===== config.mk =====
export PLATFORM = sky130hd
export DESIGN_NAME = drink_vendor
export DESIGN_NICKNAME = d
export VERILOG_FILES = /design/src/rtl/drink_pkg.sv /design/src/rtl/coin_edge_detect.sv /design/src/rtl/drink_vendor.sv
export SDC_FILE = /design/constraint.sdc
export NUM_CORES = 1
export LEC_CHECK = 0
export BUFFER_PORTS_ARGS = -buffer_cell sky130_fd_sc_hd__buf_2
export CORE_AREA = 3 3 46 48
export DETAILED_ROUTE_END_ITERATION = 10
export DIE_AREA = 0 0 49 51
export PLACE_DENSITY = 0.74
export RECOVER_POWER = 50
export SETUP_SLACK_MARGIN = 0.02
export SLEW_MARGIN = 25
export SYNTH_ARGS = -nofsm -noshare
export SYNTH_HDL_FRONTEND = slang
export SYNTH_SLANG_ARGS = --single-unit

===== constraint.sdc =====
create_clock -name CP_20ms -period 2.6 [get_ports CP_20ms]
set_clock_uncertainty 0.05 [all_clocks]
set_input_delay 0.13 -clock CP_20ms [delete_from_list [all_inputs] [get_ports CP_20ms]]
set_output_delay 0.13 -clock CP_20ms [all_outputs]
set_load 0.02 [all_outputs]

===== src/rtl/drink_pkg.sv =====
// Shared state encoding and coin helpers for the drink vending controller.
// Exports: state_t (IDLE/COLLECT/VEND/CHANGE), STATE_W, coin_value(i).
package drink_pkg;

  localparam int STATE_W = 2;

  typedef enum logic [STATE_W-1:0] {
    IDLE    = 2'b00,
    COLLECT = 2'b01,
    VEND    = 2'b10,
    CHANGE  = 2'b11
  } state_t;

  function automatic int unsigned coin_value(input int unsigned i);
    return 32'd1 << i;
  endfunction

endpackage


===== src/rtl/coin_edge_detect.sv =====
// Two-flop coin sampler with registered rising-edge vector and multi-hot flag.
// Ports: clk, rst_n, x[N-1:0] in; rise[N-1:0], multi_hot out (one cycle).
module coin_edge_detect #(
  parameter int N_COIN = 2
) (
  input  logic              clk,
  input  logic              rst_n,
  input  logic [N_COIN-1:0] x,
  output logic [N_COIN-1:0] rise,
  output logic              multi_hot
);

  logic [N_COIN-1:0] x_q;
  logic [N_COIN-1:0] x_q2;
  logic [N_COIN-1:0] rise_c;

  assign rise_c = x_q & ~x_q2;

  // Edge vector is registered so a coin lands two edges after capture.
  always_ff @(posedge clk or negedge rst_n) begin
    if (!rst_n) begin
      x_q       <= '0;
      x_q2      <= '0;
      rise      <= '0;
      multi_hot <= 1'b0;
    end else begin
      x_q       <= x;
      x_q2      <= x_q;
      rise      <= rise_c;
      multi_hot <= (rise_c & (rise_c - N_COIN'(1))) != '0;
    end
  end

endmodule


===== src/rtl/drink_vendor.sv =====
// Coin-operated drink vending FSM: credit accumulate, vend, change out.
// Ports: CP_20ms, Rst_async_n, X, Cancel (DRINK_CANCEL_EN) in; cur_state, Z, Credit, Rej out.
module drink_vendor
  import drink_pkg::*;
#(
  parameter int N_COIN   = 2,
  parameter int PRICE    = 3,
  parameter int CREDIT_W = 4
) (
  input  logic                CP_20ms,
  input  logic                Rst_async_n,
  input  logic [N_COIN-1:0]   X,
`ifdef DRINK_CANCEL_EN
  input  logic                Cancel,
`endif
  output logic [STATE_W-1:0]  cur_state,
  output logic [1:0]          Z,
  output logic [CREDIT_W-1:0] Credit,
  output logic                Rej
);

  if (PRICE < 1 ||
      PRICE - 1 + (1 << (N_COIN - 1)) >= (1 << CREDIT_W)) begin : g_bad_cfg
    $error("drink_vendor: PRICE/CREDIT_W combination can overflow credit");
  end

  localparam logic [CREDIT_W-1:0] PRICE_W = CREDIT_W'(PRICE);

  logic [N_COIN-1:0]   rise;
  logic                multi_hot;
  logic                coin;
  logic [CREDIT_W-1:0] coin_val;
  logic [CREDIT_W-1:0] sum;
  logic [CREDIT_W-1:0] remain;
  logic                cancel_hit;
  state_t              state;

  coin_edge_detect #(.N_COIN(N_COIN)) u_edge (
    .clk       (CP_20ms),
    .rst_n     (Rst_async_n),
    .x         (X),
    .rise      (rise),
    .multi_hot (multi_hot)
  );

  always_comb begin
    coin_val = '0;
    for (int i = 0; i < N_COIN; i++) begin
      if (rise[i]) coin_val = coin_val | CREDIT_W'(coin_value(i));
    end
  end

  assign coin   = |rise;
  assign sum    = Credit + coin_val;
  assign remain = Credit - PRICE_W;

`ifdef DRINK_CANCEL_EN
  assign cancel_hit = Cancel && (state == COLLECT) && (Credit != '0);
`else
  assign cancel_hit = 1'b0;
`endif

  always_ff @(posedge CP_20ms or negedge Rst_async_n) begin
    if (!Rst_async_n) begin
      state  <= IDLE;
      Credit <= '0;
      Z      <= 2'b00;
      Rej    <= 1'b0;
    end else begin
      Rej <= 1'b0;
      unique case (state)
        IDLE: begin
          if (multi_hot) begin
            Rej <= 1'b1;
          end else if (coin) begin
            Credit <= coin_val;
            if (coin_val >= PRICE_W) begin
              state <= VEND;
              Z     <= 2'b10;
            end else begin
              state <= COLLECT;
            end
          end
        end
        COLLECT: begin
          if (cancel_hit) begin
            // Refund the whole credit through the change path.
            Rej   <= coin;
            state <= CHANGE;
            Z     <= 2'b01;
          end else if (multi_hot) begin
            Rej <= 1'b1;
          end else if (coin) begin
            Credit <= sum;
            if (sum >= PRICE_W) begin
              state <= VEND;
              Z     <= 2'b10;
            end
          end
        end
        VEND: begin
          Rej    <= coin;
          Credit <= remain;
          if (remain != '0) begin
            state <= CHANGE;
            Z     <= 2'b01;
          end else begin
            state <= IDLE;
            Z     <= 2'b00;
          end
        end
        CHANGE: begin
          Rej    <= coin;
          Credit <= Credit - 1'b1;
          if (Credit <= CREDIT_W'(1)) begin
            state <= IDLE;
            Z     <= 2'b00;
          end
        end
        default: begin
          state  <= IDLE;
          Credit <= '0;
          Z      <= 2'b00;
        end
      endcase
    end
  end

  assign cur_state = state;

endmodule

==> flow_summary.yaml, run 1 <==
run_status:
  run_status: "complete, no violations"
yosys:
  yosys.area_share.adder_pct: 9.81
  dominant_combinational_cell_family_by_area_after_synthesis: "compound AO/OA/AOI/OAI gates"
  area_fraction_in_compound_gates_after_synthesis_pct: 25.6
  synth.avg_cell_area_um2: 10.5
  yosys_register_bits: 16
  synth_warnings: 0
  yosys.area_share.simple_pct: 11.9
  syn_area_um2: 943
  synth_cells: 90
  synthesis.nets: 100
  synth-seq-area-share_pct: 42.4
  post_synth_xor_area_fraction_pct: 2.79
  post_synth_mux_area_share_pct: 3.18
  yosysUniqueCellTypes: 31
critical_path:
  cp_data_required_time_ns: 2.77
  r2r-end: "cur_state[0]"
  timing.critical_path.from_type: "flip-flop"
  crit_path_max_incr_delay_ns: 0.47
  reg_to_reg_slack_setup_ns: 0.26
  end_kind: "flip-flop"
  worst_r2r_path_depth: 7
  r2r-start: "Credit[0]"
  worst-endpoint-arrival_ns: 2.51
  critical-path-slowest-cell: "sky130_fd_sc_hd__dfrtp_1"
  timing.critical_path.cells: "ha_1 > fa_1 > xor2_1 > a2111oi_4 > a221oi_4 > a32o_1 > a21oi_2"
  critPathMaxFanout: 8
  critPathKind: "reg2reg"
global_route:
  globalRouteOverflowTotal: 0
  number_of_antenna_violations_at_the_first_check_in_global_routing: 0
  track_usage_pct: 16.8
  grt_max_degree: 17
  first_global_vias: 708
  global_route_wire_length_before_repair_um: 3170
min_path:
  hold_path_class: "reg2reg"
  holdPathStages: 0
  worst_hold_path.endpoint: "u_edge.x_q2[1]"
  hold_path.startpoint: "u_edge.x_q[1]"
placed_design:
  gpl.final_weighted_congestion: 0.853
  detailed_place.area_um2: 1010
  dpl.hpwl_um: 1350
  place.port_buffers: 12
sta:
  tightestPinTransition_ns: 0.857
  worst_slew_margin_rel_pct: 42.9
  finalHoldViolations: 0
  tns_ns: 0
  drv_slew: 0
  report.final.setup_viol: 0
  min_period_over_period_pct: 89.9
  clock.fmax_mhz: 428
  post-route-min-period_ns: 2.34
  final.hold.worst_slack_ns: 0.331
  unrepaired_setup_endpoints_after_global_routing: "no"
detailed_routing:
  detail_route.wl_per_cell_um: 13.9
  drt-vias-per-instance: 5.50
  ant_nets: 0
  detailed_router_iteration_count_before_antenna_repair: 4
  vias: 720
  drc: 0
  dr.first_iter.drc_count: 10
  drt_total_wl_um: 1820
power:
  power-per-cell-area_nw_per_um2: 1250
  vdd.ir_drop.worst_uv: 560
  p_total_mw: 1.35
  power.static_leakage_nw: 0.506
cts:
  cts.clk_slew.worst_paths_ns: 0.09
  cts_root_buffer: "sky130_fd_sc_hd__clkbuf_4"
  cts_inserted_buffers: 3
  tritoncts_clock_tree: "done"
  clk-insertion-delay-late_ns: 0.28
  cts_htree_levels: 1
  cts_stage_hold_buffer_count: 3
  post_cts_resized: 0
  tritoncts_num_sinks: 16
  post_cts.repair.setup_buffers: 0
  cts_max_path_buffers: 2
floorplan:
  die_width_um: 49
  coreArea_um2: 1750
  fp.dieArea_um2: 2500
  core.rowCount: 15
  initial_core_util_pct: 54.1
  boundaryPins: 13
  dieHeight_um: 51
cells_and_area:
  finalNetCount: 117
  nFillCells: 154
  layout-drive-gt1-share_pct: 19.8
  register_area_um2: 400
  finish.utilization_pct: 61.8
  finalInstanceArea_um2: 1080
  diodes_inserted: 0
  syn2layout_area_growth_pct: 14.3
  multi_input_area_um2: 503
job:
  drv.max_cap_violation_count: 0
[how the worst max path moves through the flow]
| stage | endpoint | cells past startpoint | from | slack (ns) |
|---|---|---|---|---|
| 2_1_floorplan | cur_state[0] | 7 | Credit[0] | 0.28 |
| 3_5_place_dp | cur_state[0] | 7 | Credit[0] | 0.27 |
| 6_report | cur_state[0] | 7 | Credit[0] | 0.26 |
| 4_1_cts | cur_state[0] | 7 | Credit[0] | 0.25 |
| 5_1_grt | cur_state[0] | 7 | Credit[0] | 0.17 |
| 3_3_place_gp | cur_state[0] | 7 | Credit[0] | 0.31 |
[routing by layer]
layer	track usage [%]	wire, um	vias to the layer above
li1	-	-	351
met1	19.6	835	354
met2	30.5	924	13
met3	3.50	56	2
met4	5.69	7	0
met5	0	0	-
[critical path, delay by kind of cell (launching register included)]
family          cells  cell delay [ns]
compound gates      4             0.91
fa+ha+maj           2             0.67
flops               1             0.47
xor+xnor            1             0.18
[placed cells by master, fill, tap and decap left out]
master,n
sky130_fd_sc_hd__dfrtp_1,16
sky130_fd_sc_hd__buf_2,11
sky130_fd_sc_hd__a21oi_1,9
sky130_fd_sc_hd__nor2_1,8
sky130_fd_sc_hd__nand2_1,8
sky130_fd_sc_hd__o21ai_0,6
sky130_fd_sc_hd__inv_1,5
sky130_fd_sc_hd__ha_1,5
sky130_fd_sc_hd__nor2b_1,3
sky130_fd_sc_hd__mux2i_1,3
sky130_fd_sc_hd__clkbuf_4,3
sky130_fd_sc_hd__dlygate4sd3_1,3
sky130_fd_sc_hd__a21o_1,2
sky130_fd_sc_hd__nor3_1,2
sky130_fd_sc_hd__nand2b_1,2
sky130_fd_sc_hd__xnor2_1,2
sky130_fd_sc_hd__and2_1,1
sky130_fd_sc_hd__nand3_1,1
sky130_fd_sc_hd__a32oi_2,1
sky130_fd_sc_hd__xor2_1,1
sky130_fd_sc_hd__a2111oi_4,1
sky130_fd_sc_hd__o311a_4,1
sky130_fd_sc_hd__a221oi_4,1
sky130_fd_sc_hd__o21a_1,1
sky130_fd_sc_hd__maj3_1,1
sky130_fd_sc_hd__a31oi_1,1
sky130_fd_sc_hd__o21ai_2,1
sky130_fd_sc_hd__a21bo_1,1
sky130_fd_sc_hd__a32oi_1,1
sky130_fd_sc_hd__a32o_1,1
sky130_fd_sc_hd__a21oi_2,1
sky130_fd_sc_hd__fa_1,1
sky130_fd_sc_hd__clkbuf_8,1
sky130_fd_sc_hd__clkbuf_1,1
[power breakdown]
| group | total (mW) | switching (mW) | internal [mW] |
|---|---|---|---|
| combinational | 0.733 | 0.415 | 0.318 |
| sequential | 0.460 | 0.140 | 0.320 |
| clock | 0.159 | 0.0735 | 0.0852 |
| total | 1.35 | 0.628 | 0.723 |
[cells in the mapped netlist]
cell type                   count  area (um^2)
sky130_fd_sc_hd__o21ai_2        1         8.76
sky130_fd_sc_hd__a2111oi_4      1         27.5
sky130_fd_sc_hd__buf_6          1         11.3
sky130_fd_sc_hd__o21a_1         1         7.51
sky130_fd_sc_hd__a32oi_2        1         16.3
sky130_fd_sc_hd__nor3_1         2         10.0
sky130_fd_sc_hd__nor2_1         8         30.0
sky130_fd_sc_hd__a21o_1         2         15.0
sky130_fd_sc_hd__o311a_4        1         21.3
sky130_fd_sc_hd__a21oi_1        9         45.0
sky130_fd_sc_hd__nand3_1        1         5.00
sky130_fd_sc_hd__a32o_1         1         10.0
sky130_fd_sc_hd__nand2_1        8         30.0
sky130_fd_sc_hd__a21bo_1        1         10.0
sky130_fd_sc_hd__fa_1           1         20.0
sky130_fd_sc_hd__and2_1         1         6.26
sky130_fd_sc_hd__o21ai_0        6         30.0
sky130_fd_sc_hd__a221oi_4       1         26.3
sky130_fd_sc_hd__inv_1          5         18.8
sky130_fd_sc_hd__xor2_1         1         8.76
sky130_fd_sc_hd__a21oi_2        1         8.76
sky130_fd_sc_hd__a31oi_1        1         6.26
sky130_fd_sc_hd__nand2b_1       2         12.5
sky130_fd_sc_hd__mux2i_1        3         30.0
sky130_fd_sc_hd__a32oi_1        1         8.76
sky130_fd_sc_hd__nor2b_1        3         18.8
sky130_fd_sc_hd__buf_2          2         10.0
sky130_fd_sc_hd__xnor2_1        2         17.5
sky130_fd_sc_hd__dfrtp_1       16          400
sky130_fd_sc_hd__ha_1           5         62.6
sky130_fd_sc_hd__maj3_1         1         10.0
[sequential cells by signal, indices dropped and copies added (netlist names)]
signal / count
u_edge.x_q: 2
Z: 2
cur_state: 2
u_edge.rise: 2
u_edge.x_q2: 2
u_edge.multi_hot: 1
Credit: 4
Rej: 1
[cells by family (layout without fill, tap and decap cells)]
kind of cell / count (synthesis) / after routing
compound gates: 28 / 28
fa+ha+maj: 7 / 7
buf+inv: 8 / 24
xor+xnor: 3 / 3
flops: 16 / 16
mux: 3 / 3
simple gates: 25 / 25
[area by class of cell]
type,count,share of cell area (%)
multi-input cells,66,46.6
flip-flops and latches,16,37.1
repair buffers,15,8.24
clock buffers,4,3.36
well taps,25,2.90
inverters,5,1.74
[metrics by stage]
step / setup WS (ns) / instances
5_1_grt: 0.171 / 131
3_5_place_dp: 0.269 / 124
3_3_place_gp: 0.312 / 124
6_report: 0.262 / 131
2_1_floorplan: 0.285 / 90
4_1_cts: 0.255 / 131
No activity file was read; power rests on OpenSTA's default activity.
==> run 2: changes to the inputs <==
--- a/config.mk
+++ b/config.mk
@@ -6,13 +6,14 @@
 export NUM_CORES = 1
 export LEC_CHECK = 0
 export BUFFER_PORTS_ARGS = -buffer_cell sky130_fd_sc_hd__buf_2
-export CORE_AREA = 3 3 46 48
+export CORE_AREA = 3 3 47 49
 export DETAILED_ROUTE_END_ITERATION = 10
-export DIE_AREA = 0 0 49 51
-export PLACE_DENSITY = 0.74
+export DIE_AREA = 0 0 50 52
+export PLACE_DENSITY = 0.73
 export RECOVER_POWER = 50
 export SETUP_SLACK_MARGIN = 0.02
 export SLEW_MARGIN = 25
 export SYNTH_ARGS = -nofsm -noshare
 export SYNTH_HDL_FRONTEND = slang
+export SYNTH_HIERARCHICAL = 1
 export SYNTH_SLANG_ARGS = --single-unit
==> flow_summary.yaml, run 2 <==
critical_path:
  critPathMaxFanout: 10
  crit_path_max_incr_delay_ns: 0.50
  timing.critical_path.from_type: "flip-flop"
  reg_to_reg_slack_setup_ns: 0.50
  critical-path-slowest-cell: "sky130_fd_sc_hd__dfrtp_1"
  worst-endpoint-arrival_ns: 2.26
  critPathKind: "reg2reg"
  worst_r2r_path_depth: 6
  worstSetupEndpoint: "cur_state[0]"
  timing.critical_path.cells: "ha_1 > fa_1 > xnor2_1 > nand4_1 > o21bai_2 > mux2i_1"
  cp_data_required_time_ns: 2.76
  critical_path.n_buffers_inverters: 0
  crit_start: "Credit[0]"
  r2r-end: "cur_state[0]"
  timing.critical_path.max_delay_family: "adder cells"
  end_kind: "flip-flop"
  r2r-start: "Credit[0]"
  timing.critical_path.depth: 6
yosys:
  yosys-top-cells-count: "16 x sky130_fd_sc_hd__dfrtp_1, 6 x sky130_fd_sc_hd__a21oi_1, 6 x sky130_fd_sc_hd__nor2_1"
  synth_top_flop_cell: "sky130_fd_sc_hd__dfrtp_1"
  netlist.area_leader.share_pct: 41.0
  cell_with_the_most_instances_after_synthesis: "sky130_fd_sc_hd__dfrtp_1"
  synth_cells: 90
  yosysUniqueCellTypes: 37
  synth.avg_cell_area_um2: 10.8
  synth_warnings: 6
  netlist_top_cells_area: "sky130_fd_sc_hd__dfrtp_1 41%, sky130_fd_sc_hd__ha_1 6.4%, sky130_fd_sc_hd__mux2i_1 4.1%"
  synth_top_area_cell: "sky130_fd_sc_hd__dfrtp_1"
  yosys_register_bits: 16
  synthesis.nets: 100
  synth-seq-area-share_pct: 41.0
  syn_area_um2: 976
  synth_edf_count: 0
  async_reset_ff_share_pct: 100
placed_design:
  place.port_buffers: 12
  gpl.final_weighted_congestion: 0.860
  dpl.hpwl_um: 1320
global_route:
  first_global_vias: 662
  grt_max_degree: 17
  globalRouteOverflowTotal: 0
  gr-usage-met1_pct: 18.3
  grt.busiest_layer: "met2"
  track_usage_pct: 14.9
  global_route_wire_length_before_repair_um: 2950
  number_of_antenna_violations_at_the_first_check_in_global_routing: 0
  use_met3_pct: 5.44
  grt.met2_usage_pct: 24.8
detailed_routing:
  detail_route.wl_per_cell_um: 13.3
  detailed_router_iteration_count_before_antenna_repair: 3
  ant_nets: 0
  drt-vias-per-instance: 5.38
  drc: 0
  vias: 715
  dr.first_iter.drc_count: 4
  drt_total_wl_um: 1760
floorplan:
  coreArea_um2: 1900
  core.rowCount: 16
  initial_core_util_pct: 51.3
  fp.dieArea_um2: 2600
  die_width_um: 50
  dieHeight_um: 52
  boundaryPins: 13
cells_and_area:
  layout-drive-gt1-share_pct: 24.5
  diodes_inserted: 0
  largest_register_ffs: 4
  top_register: "Credit"
  finalNetCount: 117
  layout.cells.most_common_list: "16 x sky130_fd_sc_hd__dfrtp_1, 11 x sky130_fd_sc_hd__buf_2, 6 x sky130_fd_sc_hd__nor2_1, 6 x sky130_fd_sc_hd__a21oi_1"
  mostFrequentLayoutCell: "sky130_fd_sc_hd__dfrtp_1"
  nFillCells: 169
  syn2layout_area_growth_pct: 13.6
cts:
  cts.clk_slew.worst_paths_ns: 0.09
  clk-insertion-delay-late_ns: 0.28
  cts_root_buffer: "sky130_fd_sc_hd__clkbuf_4"
  tritoncts_num_sinks: 16
  tritoncts_clock_tree: "done"
  cts_htree_levels: 1
  cts_max_path_buffers: 2
  cts_inserted_buffers: 3
sta:
  tns_ns: 0
  clock.fmax_mhz: 476
  drv_slew: 0
  unrepaired_setup_endpoints_after_global_routing: "no"
  min_period_over_period_pct: 80.8
  final.hold.worst_slack_ns: 0.349
  tightestPinTransition_ns: 0.814
  post-route-min-period_ns: 2.10
  finalHoldViolations: 0
  worst_slew_margin_rel_pct: 45.8
  report.final.setup_viol: 0
power:
  power.static_leakage_nw: 0.495
  power-per-cell-area_nw_per_um2: 1190
  vdd.ir_drop.worst_uv: 587
run_status:
  run_status: "complete, no violations"
job:
  drv.max_cap_violation_count: 0
min_path:
  hold_path_class: "reg2reg"
-- run 2: what timing repair did --
action / in CTS / in global routing
setup buffers: 0 / 0
hold buffers: 3 / 0
resized for setup: 0 / 0
endpoints found under the hold margin: 18 / 0
-- run 2: logic make-up (layout without fill, tap and decap cells) --
group | count (synthesis) | in the layout | synth area share, %
compound gates | 29 | 29 | 24.5
simple gates | 22 | 22 | 12.7
flops | 16 | 16 | 41.0
buf+inv | 8 | 24 | 4.62
fa+ha+maj | 7 | 7 | 9.49
xor+xnor | 4 | 4 | 3.59
mux | 4 | 4 | 4.10
-- run 2: worst min-delay path by stage --
stage | start | endpoint | depth (start not counted)
after floorplan | Rst_async_n | Credit[0] | 0
after global placement | Rst_async_n | Z[0] | 1
after global routing | u_edge/x_q[0] | u_edge/x_q2[0] | 0
after detailed placement | Rst_async_n | Z[0] | 1
after CTS | Rst_async_n | Z[0] | 2
final | u_edge/x_q[1] | u_edge/x_q2[1] | 0
-- run 2: layer usage --
layer	up-vias	wire length, um
li1	360	-
met1	342	810
met2	13	888
met3	0	66
met4	0	0
met5	-	0
-- run 2: layout make-up --
type                            count  area, um^2  share of cell area [%]
Multi-Input combinational cell     66         531                    47.9
Sequential cell                    16         400                    36.1
Timing Repair Buffer               15        88.8                    8.01
Clock buffer                        4        36.3                    3.27
Tap cell                           27        33.8                    3.05
Inverter                            5        18.8                    1.69
-- run 2: power breakdown --
part | total, mW | internal, mW | switching (mW)
combinational | 0.669 | 0.307 | 0.362
sequential | 0.497 | 0.321 | 0.176
clock | 0.155 | 0.0851 | 0.0698
-- run 2: stage by stage --
stage	setup slack, ns	instances	power (mW)	instance area [um^2]	utilization [%]
finish	0.500	133	1.32	1110	58.3
global route	0.346	133	1.44	1110	58.3
CTS	0.484	133	1.34	1110	58.4
detailed placement	0.501	126	1.17	1040	54.9
global placement	0.577	126	1.16	1040	54.9
floorplan	0.587	90	1.03	976	-
-- run 2: worst register-to-register path: cells and delay by family (launching register included) --
kind                     cells  cell delay [ns]
AO/OA/AOI/OAI                1             0.22
multiplexers                 1             0.20
flip-flops                   1             0.50
adder cells (fa/ha/maj)      2             0.70
XOR/XNOR                     1             0.16
AND/OR/NAND/NOR              1             0.21
